==> config.mk <==
export PLATFORM = sky130hd
export DESIGN_NAME = controller_responder_m
export DESIGN_NICKNAME = d
export VERILOG_FILES = /design/src/rtl/controller_pkg.sv /design/src/rtl/button_debouncer_m.sv /design/src/rtl/controller_responder_m.sv
export SDC_FILE = /design/constraint.sdc
export NUM_CORES = 1
export LEC_CHECK = 0
export CORE_MARGIN = 2
export CORE_UTILIZATION = 35
export CTS_BUF_LIST = sky130_fd_sc_hd__clkbuf_8 sky130_fd_sc_hd__clkbuf_16
export DETAILED_ROUTE_END_ITERATION = 8
export HOLD_SLACK_MARGIN = 0.06
export RECOVER_POWER = 25
export SYNTH_ARGS = -nofsm -noshare
export SYNTH_HDL_FRONTEND = slang
export SYNTH_HIERARCHICAL = 1
export SYNTH_SLANG_ARGS = --single-unit
==> constraint.sdc <==
create_clock -name clk -period 1.69 [get_ports clk]
set_input_delay 0.338 -clock clk [delete_from_list [all_inputs] [get_ports clk]]
set_output_delay 0.338 -clock clk [all_outputs]
set_load 0.01 [all_outputs]
==> src/rtl/controller_pkg.sv <==
// Shared types and constants for the serial game-controller responder.
package controller_pkg;

   localparam int NUM_BITS_DEF = 8;

   // Serial order: A is shifted out first, RIGHT last.
   localparam int BTN_A      = 7;
   localparam int BTN_B      = 6;
   localparam int BTN_SELECT = 5;
   localparam int BTN_START  = 4;
   localparam int BTN_UP     = 3;
   localparam int BTN_DOWN   = 2;
   localparam int BTN_LEFT   = 1;
   localparam int BTN_RIGHT  = 0;

   typedef enum logic [1:0] {
      IDLE  = 2'd0,
      LOAD  = 2'd1,
      SHIFT = 2'd2
   } state_e;

endpackage

==> src/rtl/button_debouncer_m.sv <==
// Single-bit debouncer: a raw level must hold for DEBOUNCE_CYCLES clocks before it is accepted.
module button_debouncer_m #(
   parameter int DEBOUNCE_CYCLES = 1000
) (
   input  logic clk,
   input  logic rst_B,
   input  logic i_raw,
   output logic o_stable
);

   logic r_stable;

   generate
      if (DEBOUNCE_CYCLES == 0) begin : g_bypass
         always_ff @(posedge clk or negedge rst_B) begin
            if (!rst_B) r_stable <= 1'b0;
            else        r_stable <= i_raw;
         end
      end else begin : g_count
         localparam int CW = $clog2(DEBOUNCE_CYCLES + 1);
         localparam logic [CW-1:0] LIMIT = CW'(DEBOUNCE_CYCLES);
         logic [CW-1:0] r_cnt;

         // Counter clears on acceptance, so it can never pass LIMIT or wrap.
         always_ff @(posedge clk or negedge rst_B) begin
            if (!rst_B) begin
               r_stable <= 1'b0;
               r_cnt    <= '0;
            end else if (i_raw == r_stable) begin
               r_cnt <= '0;
            end else if (r_cnt == LIMIT) begin
               r_stable <= i_raw;
               r_cnt    <= '0;
            end else begin
               r_cnt <= r_cnt + 1'b1;
            end
         end
      end
   endgenerate

   assign o_stable = r_stable;

endmodule

==> src/rtl/controller_responder_m.sv <==
// Controller-side 4021-style responder: debounced buttons are latched and shifted out active-low.
module controller_responder_m
   import controller_pkg::*;
#(
   parameter int   NUM_BITS        = NUM_BITS_DEF,
   parameter int   DEBOUNCE_CYCLES = 1000,
   parameter logic FILL_BIT_B      = 1'b0
) (
   input  logic                clk,
   input  logic                rst_B,
   input  logic                controller_clk_in,
   input  logic                controller_latch_in,
   input  logic [NUM_BITS-1:0] buttons_in,
   output logic                data_out_B,
   output logic [NUM_BITS-1:0] buttons_stable,
   output logic                poll_done,
   output logic                shift_overrun
);

   localparam int CW = $clog2(NUM_BITS + 1);
   localparam logic [CW-1:0] LAST = CW'(NUM_BITS);

   logic [1:0]          r_clk_s;
   logic [1:0]          r_lat_s;
   logic                r_clk_d;
   logic [NUM_BITS-1:0] r_btn_s1;
   logic [NUM_BITS-1:0] r_btn_s2;

   always_ff @(posedge clk or negedge rst_B) begin
      if (!rst_B) begin
         r_clk_s  <= '0;
         r_lat_s  <= '0;
         r_clk_d  <= 1'b0;
         r_btn_s1 <= '0;
         r_btn_s2 <= '0;
      end else begin
         r_clk_s  <= {r_clk_s[0], controller_clk_in};
         r_lat_s  <= {r_lat_s[0], controller_latch_in};
         r_clk_d  <= r_clk_s[1];
         r_btn_s1 <= buttons_in;
         r_btn_s2 <= r_btn_s1;
      end
   end

   logic w_clk_rise;
   logic w_lat;
   assign w_clk_rise = r_clk_s[1] & ~r_clk_d;
   assign w_lat      = r_lat_s[1];

   genvar gi;
   generate
      for (gi = 0; gi < NUM_BITS; gi++) begin : g_db
         button_debouncer_m #(.DEBOUNCE_CYCLES(DEBOUNCE_CYCLES)) u_db (
            .clk      (clk),
            .rst_B    (rst_B),
            .i_raw    (r_btn_s2[gi]),
            .o_stable (buttons_stable[gi])
         );
      end
   endgenerate

   state_e              r_state;
   logic [NUM_BITS-1:0] r_shreg;
   logic [CW-1:0]       r_cnt;
   logic                r_poll_done;
   logic                r_overrun;
   logic [CW-1:0]       w_cnt_nxt;

   assign w_cnt_nxt = r_cnt + 1'b1;

   // Latch is checked ahead of the clock edge in every state, so it always wins.
   always_ff @(posedge clk or negedge rst_B) begin
      if (!rst_B) begin
         r_state     <= IDLE;
         r_shreg     <= '0;
         r_cnt       <= '0;
         r_poll_done <= 1'b0;
         r_overrun   <= 1'b0;
      end else begin
         r_poll_done <= 1'b0;
         r_overrun   <= 1'b0;
         case (r_state)
            IDLE: begin
               if (w_lat) begin
                  r_state <= LOAD;
                  r_shreg <= buttons_stable;
                  r_cnt   <= '0;
               end else if (w_clk_rise) begin
                  r_overrun <= 1'b1;
               end
            end
            LOAD: begin
               r_shreg <= buttons_stable;
               r_cnt   <= '0;
               if (!w_lat) r_state <= SHIFT;
            end
            SHIFT: begin
               if (w_lat) begin
                  r_state <= LOAD;
                  r_shreg <= buttons_stable;
                  r_cnt   <= '0;
               end else if (w_clk_rise) begin
                  r_shreg <= r_shreg << 1;
                  r_cnt   <= w_cnt_nxt;
                  if (w_cnt_nxt == LAST) begin
                     r_poll_done <= 1'b1;
                     r_state     <= IDLE;
                  end
               end
            end
            default: r_state <= IDLE;
         endcase
      end
   end

   logic w_data_B;
   always_comb begin
      w_data_B = FILL_BIT_B;
      if (r_state == LOAD || (r_state == SHIFT && r_cnt < LAST))
         w_data_B = ~r_shreg[NUM_BITS-1];
   end

   assign data_out_B    = w_data_B;
   assign poll_done     = r_poll_done;
   assign shift_overrun = r_overrun;

endmodule

==> results by group, run 1 <==
Global route
  – All-Layer GR Usage: 13.7%
  – Initial antenna violation count: 0
  – Vias in the first global route: 4405
  – First-pass GRT wire length: 20.0 mm
  – Largest net degree at the start of global routing: 45
  – GR Overflow Total: 0

STA
  – Final Skew: between 0.006 and 0.007 ns
  – RSZ-0062 raised after global routing: yes
  – Final-report hold violation count: 0
  – Tmin final: 1.70 ns
  – Fin worst setup slack: -0.00614 ns
  – Fmax: around 0.59 GHz
  – Slew Limit Fails: 0
  – Period utilisation layout: 100%
  – Slew HR: 61.8%
  – Slew @ Worst Pin: 0.571 ns
  – Finish-stage setup viols: 1

Setup path
  – Slowest cell on crit path: dfrtp_1
  – Crit path max-delay family: flip-flops
  – Worst path max stage delay: about 0.38 ns
  – CP Capture Type: output pin
  – Arr. time, crit path: 1.36 ns
  – Worst path bufs/invs: 1
  – Worst Path Max Fanout: 3
  – Worst-path cell chain: or2b_1, o21a_1, nor2_1, buf_2
  – Worst Path Required: between 1 and 1.5 ns
  – WS Path Type: flip-flop to output pin
  – Startpoint types: flip-flop

Layout
  – Ant diodes: 0
  – Final std cells w/o fill: 856
  – Area grow syn2layout: 21.9%
  – Layout cell share with drive strength beyond 1: around an eighth
  – Final #Nets: 652

Yosys
  – Post-Syn Nets: 592
  – Post-Synthesis Cells: approximately 560
  – Yosys reg bits: 125
  – Register area share after synthesis: 52.8%
  – Netlist cell types: 41
  – Post-synth EDFFs: 0
  – Synthesized area per cell: 10.5 µm²
  – Warnings from Yosys: 6
  – Main synth FF type: dfrtp_1
  – Post-synth ARST share: 100%
  – Synthesized area: 0.00592 mm²

Detailed routing
  – Drt wl/cell: ~13 µm
  – Via count: between 4k and 5k
  – Remaining DRCs: 0
  – Drt total wl: 11.4 mm
  – Vias per inst: 5.13
  – ANT nets after route: 0
  – Length of the first detailed-routing pass in iterations: 4
  – DRT iter0 DRCs: 271

CTS
  – Htree depth: 4
  – Root buffer cell: clkbuf_16
  – Clock buffer depth: 2
  – Cts bufs inserted: 17
  – CTS Sinks: 125
  – Clock slew at reported path FFs: 0.05 ns
  – CTS tree: yes
  – Worst-Skew Late Latency: about 0.41 ns

Placement
  – Post-DP HPWL: ~7.9 mm
  – Pre-CTS setup slack: -0.00839 ns
  – Port Buffers: 22
  – Cells after DPL: between 800 and 900
  – Routability Congestion: 0.851

Pwr
  – P per Cell Area: around 1000 mW/mm²
  – P_leak: 3.01 nW
  – VDD IR-drop max: 663 µV

Flow run
  – Max-Cap Viols: 0

Run status
  – Failing checks: negative setup slack
  – Outcome: finished, violations left

Die
  – Die area: ~0.018 mm²
  – Die Y: 134 µm
  – Initial Util: between 30 and 40%
  – Die span in x: 134 µm
  – Core ar.: 0.0166 mm²
  – Row cnt: 47
  – Top Ports: 23

Worst hold path
  – Worst hold path class: flip-flop to flip-flop
-- registers in the layout (all words and copies together), names as in the netlist, 2 cells and up --
register and flops:
r_lat_s 2, r_cnt 4, g_db.u_db/g_count.r_cnt 80, r_clk_s 2
r_btn_s2 8, r_state 2, r_btn_s1 8, g_db.u_db/o_stable 8
r_shreg 8
-- timing repair --
item,4_1_cts,5_1_grt
pin swaps,0,1
hold buffers,1,0
setup endpoints to repair,9,5
gates resized for setup,16,4
buffers inserted,0,2
hold endpoints to repair,16,0
-- where the power goes --
group | switching, mW | total (mW) | internal (mW)
logic | 0.240 | 0.430 | 0.190
clock network | 1.23 | 3.71 | 2.48
registers | 0.0920 | 3.19 | 3.10
total | 1.56 | 7.33 | 5.77
-- through the flow --
step	area, µm²	TNS (ns)	hold WS, ns	utilization [%]	power [mW]
6_report	7220	-0.00614	0.347	43.5	7.33
4_1_cts	7190	-0.0447	0.344	43.4	7.43
5_1_grt	7220	-0.0953	0.355	43.5	7.64
3_3_place_gp	6580	-0.0105	0.258	39.7	3.65
3_5_place_dp	6580	-0.00839	0.265	39.7	3.67
2_1_floorplan	5920	0	0.0424	-	3.47
-- metal layers --
layer / up-vias / track usage (%) / part of all wire (%)
li1: 2162 / - / -
met1: 2151 / 17.2 / 47
met2: 64 / 22.6 / 49
met3: 11 / 3.51 / 3.0
met4: 0 / 5.91 / 1.6
met5: - / 0 / 0
-- final cells by class --
cell class	instances	area (µm²)
repair buffers	46	420
clock buffers	22	494
clock inverters	10	120
flip-flops and latches	125	3130
multi-input cells	390	2620
fillers	1578	9360
inverters	43	161
well taps	220	275
-- cells in the mapped netlist (16+ instances only) --
cell type | n | area share, %
dfrtp_1 | 125 | 53
nand2_1 | 51 | 3.2
inv_1 | 43 | 2.7
nor2_1 | 42 | 2.7
nand3_1 | 32 | 2.7
a21oi_1 | 30 | 2.5
or4_1 | 24 | 3.0
xor2_1 | 24 | 3.5
xnor2_1 | 18 | 2.7
ha_1 | 17 | 3.6
o21ai_0 | 17 | 1.4
a31oi_1 | 16 | 1.7
o221ai_1 | 16 | 2.4
or3_1 | 16 | 1.7
-- path summary, 6_finish.rpt --
check                                        from                                       to  slack [ns]  depth (start not counted)
max in group asynchronous                   rst_B  g_db[0].u_db/g_count.r_cnt[7]$_DFF_PN0_        0.37                          3
min in group asynchronous                   rst_B  g_db[3].u_db/g_count.r_cnt[1]$_DFF_PN0_        0.45                          2
max reg2reg                r_state[1]$_DFFE_PN0P_                   r_shreg[7]$_DFFE_PN0P_        0.07                          5
max                        r_state[1]$_DFFE_PN0P_                               data_out_B      -0.006                          4
min reg2reg                 r_btn_s1[7]$_DFF_PN0_                    r_btn_s2[7]$_DFF_PN0_        0.35                          0
min                         r_btn_s1[7]$_DFF_PN0_                    r_btn_s2[7]$_DFF_PN0_        0.35                          0
-- layout by cell type (no fill, tap or decap), types with 18 or more instances in the layout --
master and instances:
inv_1 47, nand2_1 51, nand3_1 32, or4_1 24, nor2_1 42, buf_4 19
dfrtp_1 121, xnor2_1 18, xor2_1 24, a21oi_1 30
-- cell families (layout without fill, tap and decap cells) --
kind of cell             count (synthesis)  after routing  synth area share [%]
buffers and inverters                   48            121                  3.34
multiplexers                            18             18                  3.25
adder cells (fa/ha/maj)                 17             17                  3.59
XOR/XNOR                                42             42                  6.21
flip-flops                             125            125                  52.8
AO/OA/AOI/OAI                          103            103                  11.9
AND/OR/NAND/NOR                        210            210                  18.9
Note: power is estimated with default switching activity, not from simulation.
==> run 2: changes to the inputs <==
MAX_ROUTING_LAYER = met4   (was unset)
==> results by group, run 2 (synthesis results as in run 1) <==
Layout
  – Final #Nets: 652
  – Most frequent cells in the layout: dfrtp_1 (121), nand2_1 (51), inv_1 (47)
  – Top reg by flops: g_db.u_db/g_count.r_cnt
  – Final Cell Area: ~0.0072 mm²
  – Ant diodes: 0
  – Final std cells w/o fill: 856
  – Largest register FFs: 80
  – Commonest non-fill, non-tap cell in the layout: dfrtp_1
  – Area grow syn2layout: 21.9%
  – Layout cell share with drive strength beyond 1: 12.6%

Worst hold path
  – Worst hold path class: flip-flop to flip-flop

CTS
  – CTS tree: yes
  – Cts bufs inserted: 17
  – Root buffer cell: clkbuf_16
  – CTS Sinks: between 100 and 150
  – Worst-Skew Late Latency: 0.42 ns
  – Clock slew at reported path FFs: 0.05 ns
  – Htree depth: 4
  – Clock buffer depth: 2

Setup path
  – Slowest cell on crit path: dfrtp_1
  – Worst Path Max Fanout: 3
  – Worst Path Required: between 1 and 1.5 ns
  – Worst path max stage delay: 0.38 ns
  – WS Path Type: flip-flop to output pin
  – Worst path bufs/invs: 1
  – Worst-path cell chain: or2b_1, o21a_1, nor2_1, buf_2
  – Crit path max-delay family: flip-flops
  – Startpoint types: flip-flop
  – Arr. time, crit path: 1.36 ns
  – CP Capture Type: output pin

Global route
  – All-Layer GR Usage: ~14%
  – First-pass GRT wire length: 20.0 mm
  – Vias in the first global route: approximately 4.4k
  – Largest net degree at the start of global routing: 45
  – Initial antenna violation count: 0
  – GR Overflow Total: 0

STA
  – Slew HR: roughly 62%
  – Finish-stage setup viols: 1
  – Tmin final: around 1.7 ns
  – Period utilisation layout: 100%
  – Fmax: 0.590 GHz
  – Slew @ Worst Pin: 0.570 ns
  – Fin worst setup slack: -0.00619 ns
  – Final-report hold violation count: 0
  – Final Skew: 0.00944 ns
  – Slew Limit Fails: 0
  – Hold_ws: 0.347 ns
  – RSZ-0062 raised after global routing: yes
  – Setup tns final: -0.00619 ns

Pwr
  – VDD IR-drop max: 662 µV
  – Switching fraction of total power: a little over a fifth
  – Net Switching: 1.56 mW
  – P per Cell Area: 1020 mW/mm²
  – Combinational share of power: 5.9%
  – Clock power share: 50.7%
  – P_leak: 3.01 nW
  – Int Pwr: 5.77 mW
  – Sequential share of power: ~44%

Die
  – Core ar.: 0.0166 mm²
  – Initial Util: 35.7%
  – Die area: about 0.018 mm²
  – Die Y: ~130 µm
  – Die span in x: between 100 and 150 µm
  – Top Ports: 23
  – Row cnt: 47

Placement
  – Port Buffers: 22
  – Cells after DPL: 821
  – Area after DPL: 0.00658 mm²
  – Routability Congestion: 0.864
  – Post-DP HPWL: 7.90 mm

Detailed routing
  – Remaining DRCs: 0
  – Drt total wl: about 11 mm
  – Drt wl/cell: 13.3 µm
  – Via count: 4399
  – Length of the first detailed-routing pass in iterations: 5
  – ANT nets after route: 0
  – DRT iter0 DRCs: around 280
  – Vias per inst: 5.14

Flow run
  – Max-Cap Viols: 0

Run status
  – Outcome: finished, violations left
  – Failing checks: negative setup slack
[run 2: repair_timing]
| action | CTS | global route |
|---|---|---|
| endpoints found under the setup margin | 9 | 5 |
| pin swaps | 0 | 1 |
| endpoints found under the hold margin | 16 | 0 |
| gates resized for setup | 16 | 4 |
| setup buffers | 0 | 2 |
| hold buffers | 1 | 0 |
[run 2: final cells by class]
type	count	area (µm²)
Inverter	43	161
Fill cell	1578	9360
Multi-Input combinational cell	390	2620
Tap cell	220	275
Timing Repair Buffer	46	420
Clock buffer	22	494
Sequential cell	125	3130
Clock inverter	10	120
[run 2: routing by layer]
metal	vias to the layer above	GRT usage, %	share of wire (%)
li1	2166	-	-
met2	70	22.7	49
met3	11	3.17	3.1
met4	0	6.26	1.3
met1	2152	17.2	47
met5	-	-	0
[run 2: worst register-to-register path, delay by kind of cell, from the launching register on]
kind | cells | cell delay, ns
and+or+nand+nor | 2 | 0.57
muxes | 1 | 0.28
DFF | 1 | 0.38
buffers and inverters | 2 | 0.27
[run 2: through the flow]
| step | setup WS (ns) | utilization, % | power [mW] |
|---|---|---|---|
| after global routing | -0.0937 | 43.5 | 7.63 |
| after CTS | -0.0447 | 43.4 | 7.43 |
| after floorplan | 0.0738 | - | 3.47 |
| after global placement | -0.0105 | 39.7 | 3.65 |
| after detailed placement | -0.00839 | 39.7 | 3.67 |
| final | -0.00619 | 43.5 | 7.33 |
[run 2: power groups by stage]
stage	Sequential (mW)	Combinational, mW	Clock (mW)
after CTS	3.19	0.436	3.81
after global placement	3.24	0.420	0
final	3.19	0.429	3.72
after floorplan	3.22	0.246	0
after detailed placement	3.24	0.434	0
after global routing	3.21	0.492	3.94
[run 2: final timing paths]
check | startpoint | end | slack, ns | depth (start not counted)
min reg2reg | r_btn_s1[7]$_DFF_PN0_ | r_btn_s2[7]$_DFF_PN0_ | 0.35 | 0
min in group asynchronous | rst_B | g_db[3].u_db/g_count.r_cnt[1]$_DFF_PN0_ | 0.44 | 2
max reg2reg | r_state[1]$_DFFE_PN0P_ | r_shreg[7]$_DFFE_PN0P_ | 0.07 | 5
min | r_btn_s1[7]$_DFF_PN0_ | r_btn_s2[7]$_DFF_PN0_ | 0.35 | 0
max in group asynchronous | rst_B | g_db[0].u_db/g_count.r_cnt[7]$_DFF_PN0_ | 0.37 | 3
max | r_state[1]$_DFFE_PN0P_ | data_out_B | -0.006 | 4
==> run 3: changes to the inputs <==
CORE_MARGIN = unset   (was 2)
RECOVER_POWER = 50   (was 25)
==> results by group, run 3 (synthesis results as in run 1) <==
CTS
  – Cts bufs inserted: 17
  – CTS tree: yes
  – Clock buffer depth: 2
  – Root buffer cell: clkbuf_16
  – Clock slew at reported path FFs: 0.05 ns
  – CTS Sinks: approximately 130
  – Worst-Skew Late Latency: between 0.4 and 0.5 ns
  – Htree depth: 4

Die
  – Row cnt: 47
  – Top Ports: 23
  – Die Y: 132 µm
  – Die span in x: 132 µm
  – Core ar.: roughly 0.017 mm²
  – Die area: 0.0175 mm²
  – Initial Util: 35.7%

Pwr
  – P_leak: 3.02 nW
  – VDD IR-drop max: between 700 and 800 µV
  – P per Cell Area: around 1000 mW/mm²

Global route
  – Vias in the first global route: between 4k and 5k
  – All-Layer GR Usage: between 10% and 20%
  – GR Overflow Total: 0
  – Initial antenna violation count: 0
  – First-pass GRT wire length: around 20 mm
  – Largest net degree at the start of global routing: 46

Layout
  – Ant diodes: 0
  – Area grow syn2layout: 21.8%
  – Layout cell share with drive strength beyond 1: 13.3%
  – Fillers: 1584
  – Top reg by flops: g_db.u_db/g_count.r_cnt
  – Most frequent cells in the layout: dfrtp_1 (119), nand2_1 (51), inv_1 (48)
  – Commonest non-fill, non-tap cell in the layout: dfrtp_1
  – Final #Nets: 656
  – Largest register FFs: 80
  – Final Cell Area: 0.00722 mm²

STA
  – RSZ-0062 raised after global routing: yes
  – Slew @ Worst Pin: just over 0.6 ns
  – Fmax: 0.592 GHz
  – Tmin final: 1.69 ns
  – Slew HR: 59.5%
  – Slew Limit Fails: 0
  – Period utilisation layout: 100%
  – Hold_ws: about 0.34 ns
  – Fin worst setup slack: -0.000566 ns
  – Final-report hold violation count: 0
  – Final Skew: 0.00592 ns
  – Finish-stage setup viols: 1

Setup path
  – Worst Path Max Fanout: 2
  – Worst path max stage delay: 0.38 ns
  – Slowest cell on crit path: dfrtp_1
  – Worst-path cell chain: or2b_1, o21a_1, nor2_1, buf_2
  – CP Capture Type: output pin
  – Startpoint types: flip-flop
  – Crit path max-delay family: flip-flops
  – WS Path Type: flip-flop to output pin
  – Worst Path Required: 1.35 ns
  – Arr. time, crit path: 1.35 ns
  – Worst path bufs/invs: 1

Detailed routing
  – ANT nets after route: 0
  – Drt wl/cell: around 13 µm
  – Vias per inst: roughly 5.2
  – Drt total wl: around 11 mm
  – Via count: 4507
  – Remaining DRCs: 0
  – DRT iter0 DRCs: 214
  – Length of the first detailed-routing pass in iterations: 4

Run status
  – Outcome: finished, violations left
  – Failing checks: negative setup slack

Worst hold path
  – Worst hold path class: flip-flop to flip-flop

Placement
  – Port Buffers: 22
  – Post-DP HPWL: 7.80 mm
  – Area after DPL: 0.00657 mm²
  – Routability Congestion: 0.852

Flow run
  – Max-Cap Viols: 0
run 3: changes by cell type in the layout (fill, tap and decap cells not counted), sizes merged:
cell and delta:
dlygate4sd2 -2, buf +1, clkbuf +1, clkdlybuf4s50 +1
clkinv +1, dlymetal6s2s +1, inv +1
run 3: worst register-to-register path, delay by kind of cell (launching register included):
| kind | cells | cell delay [ns] |
|---|---|---|
| muxes | 1 | 0.29 |
| DFF | 1 | 0.38 |
| and+or+nand+nor | 2 | 0.62 |
| buffers and inverters | 2 | 0.25 |
run 3: per-layer routing:
layer | vias to the layer above | global-route usage, % | wire (µm)
met4 | 0 | 5.94 | 195
met1 | 2243 | 17.2 | 5180
met5 | - | - | 0
met3 | 20 | 3.73 | 344
met2 | 70 | 23.2 | 5520
li1 | 2174 | - | -
run 3: area by class of cell:
class | count | area [µm²] | area share (%)
flip-flops and latches | 125 | 3140 | 43.5
multi-input cells | 390 | 2630 | 36.4
clock buffers | 20 | 467 | 6.47
repair buffers | 50 | 420 | 5.83
well taps | 220 | 275 | 3.81
inverters | 43 | 161 | 2.24
clock inverters | 12 | 129 | 1.79
run 3: worst paths after layout:
path | slack (ns) | endpoint | startpoint | cells after the start
min in group asynchronous | 0.42 | r_btn_s1[2]$_DFF_PN0_ | rst_B | 2
min reg2reg | 0.34 | r_btn_s2[7]$_DFF_PN0_ | r_btn_s1[7]$_DFF_PN0_ | 0
max | -0.0006 | data_out_B | r_state[1]$_DFFE_PN0P_ | 4
min | 0.34 | r_btn_s2[7]$_DFF_PN0_ | r_btn_s1[7]$_DFF_PN0_ | 0
max in group asynchronous | 0.21 | g_db[5].u_db/o_stable$_DFFE_PN0P_ | rst_B | 3
max reg2reg | 0.03 | r_shreg[7]$_DFFE_PN0P_ | r_state[1]$_DFFE_PN0P_ | 5
run 3: repair_timing:
| item | CTS | global route |
|---|---|---|
| pin swaps | 1 | 1 |
| hold endpoints to repair | 16 | 0 |
| hold buffers | 1 | 0 |
| buffers inserted | 4 | 1 |
| gates cloned | 0 | 0 |
| gates resized for setup | 17 | 6 |
| setup endpoints to repair | 10 | 8 |
run 3: per-stage QoR:
step	TNS [ns]	cells	setup slack [ns]	util [%]	power [mW]
2_1_floorplan	0	563	0.0738	-	3.47
3_3_place_gp	0	822	0.00264	39.6	3.66
3_5_place_dp	-0.0135	822	-0.0135	39.6	3.68
4_1_cts	-0.0337	859	-0.0337	43.4	7.36
5_1_grt	-0.232	860	-0.0917	43.5	7.56
6_report	-0.000566	860	-0.000566	43.5	7.23
run 3: power by group:
part | total, mW | switching (mW) | internal [mW] | leakage (nW)
registers | 3.19 | 0.0915 | 3.10 | 1.66
logic | 0.427 | 0.240 | 0.187 | 1.05
clock network | 3.62 | 1.22 | 2.39 | 0.316
total | 7.23 | 1.56 | 5.68 | 3.02
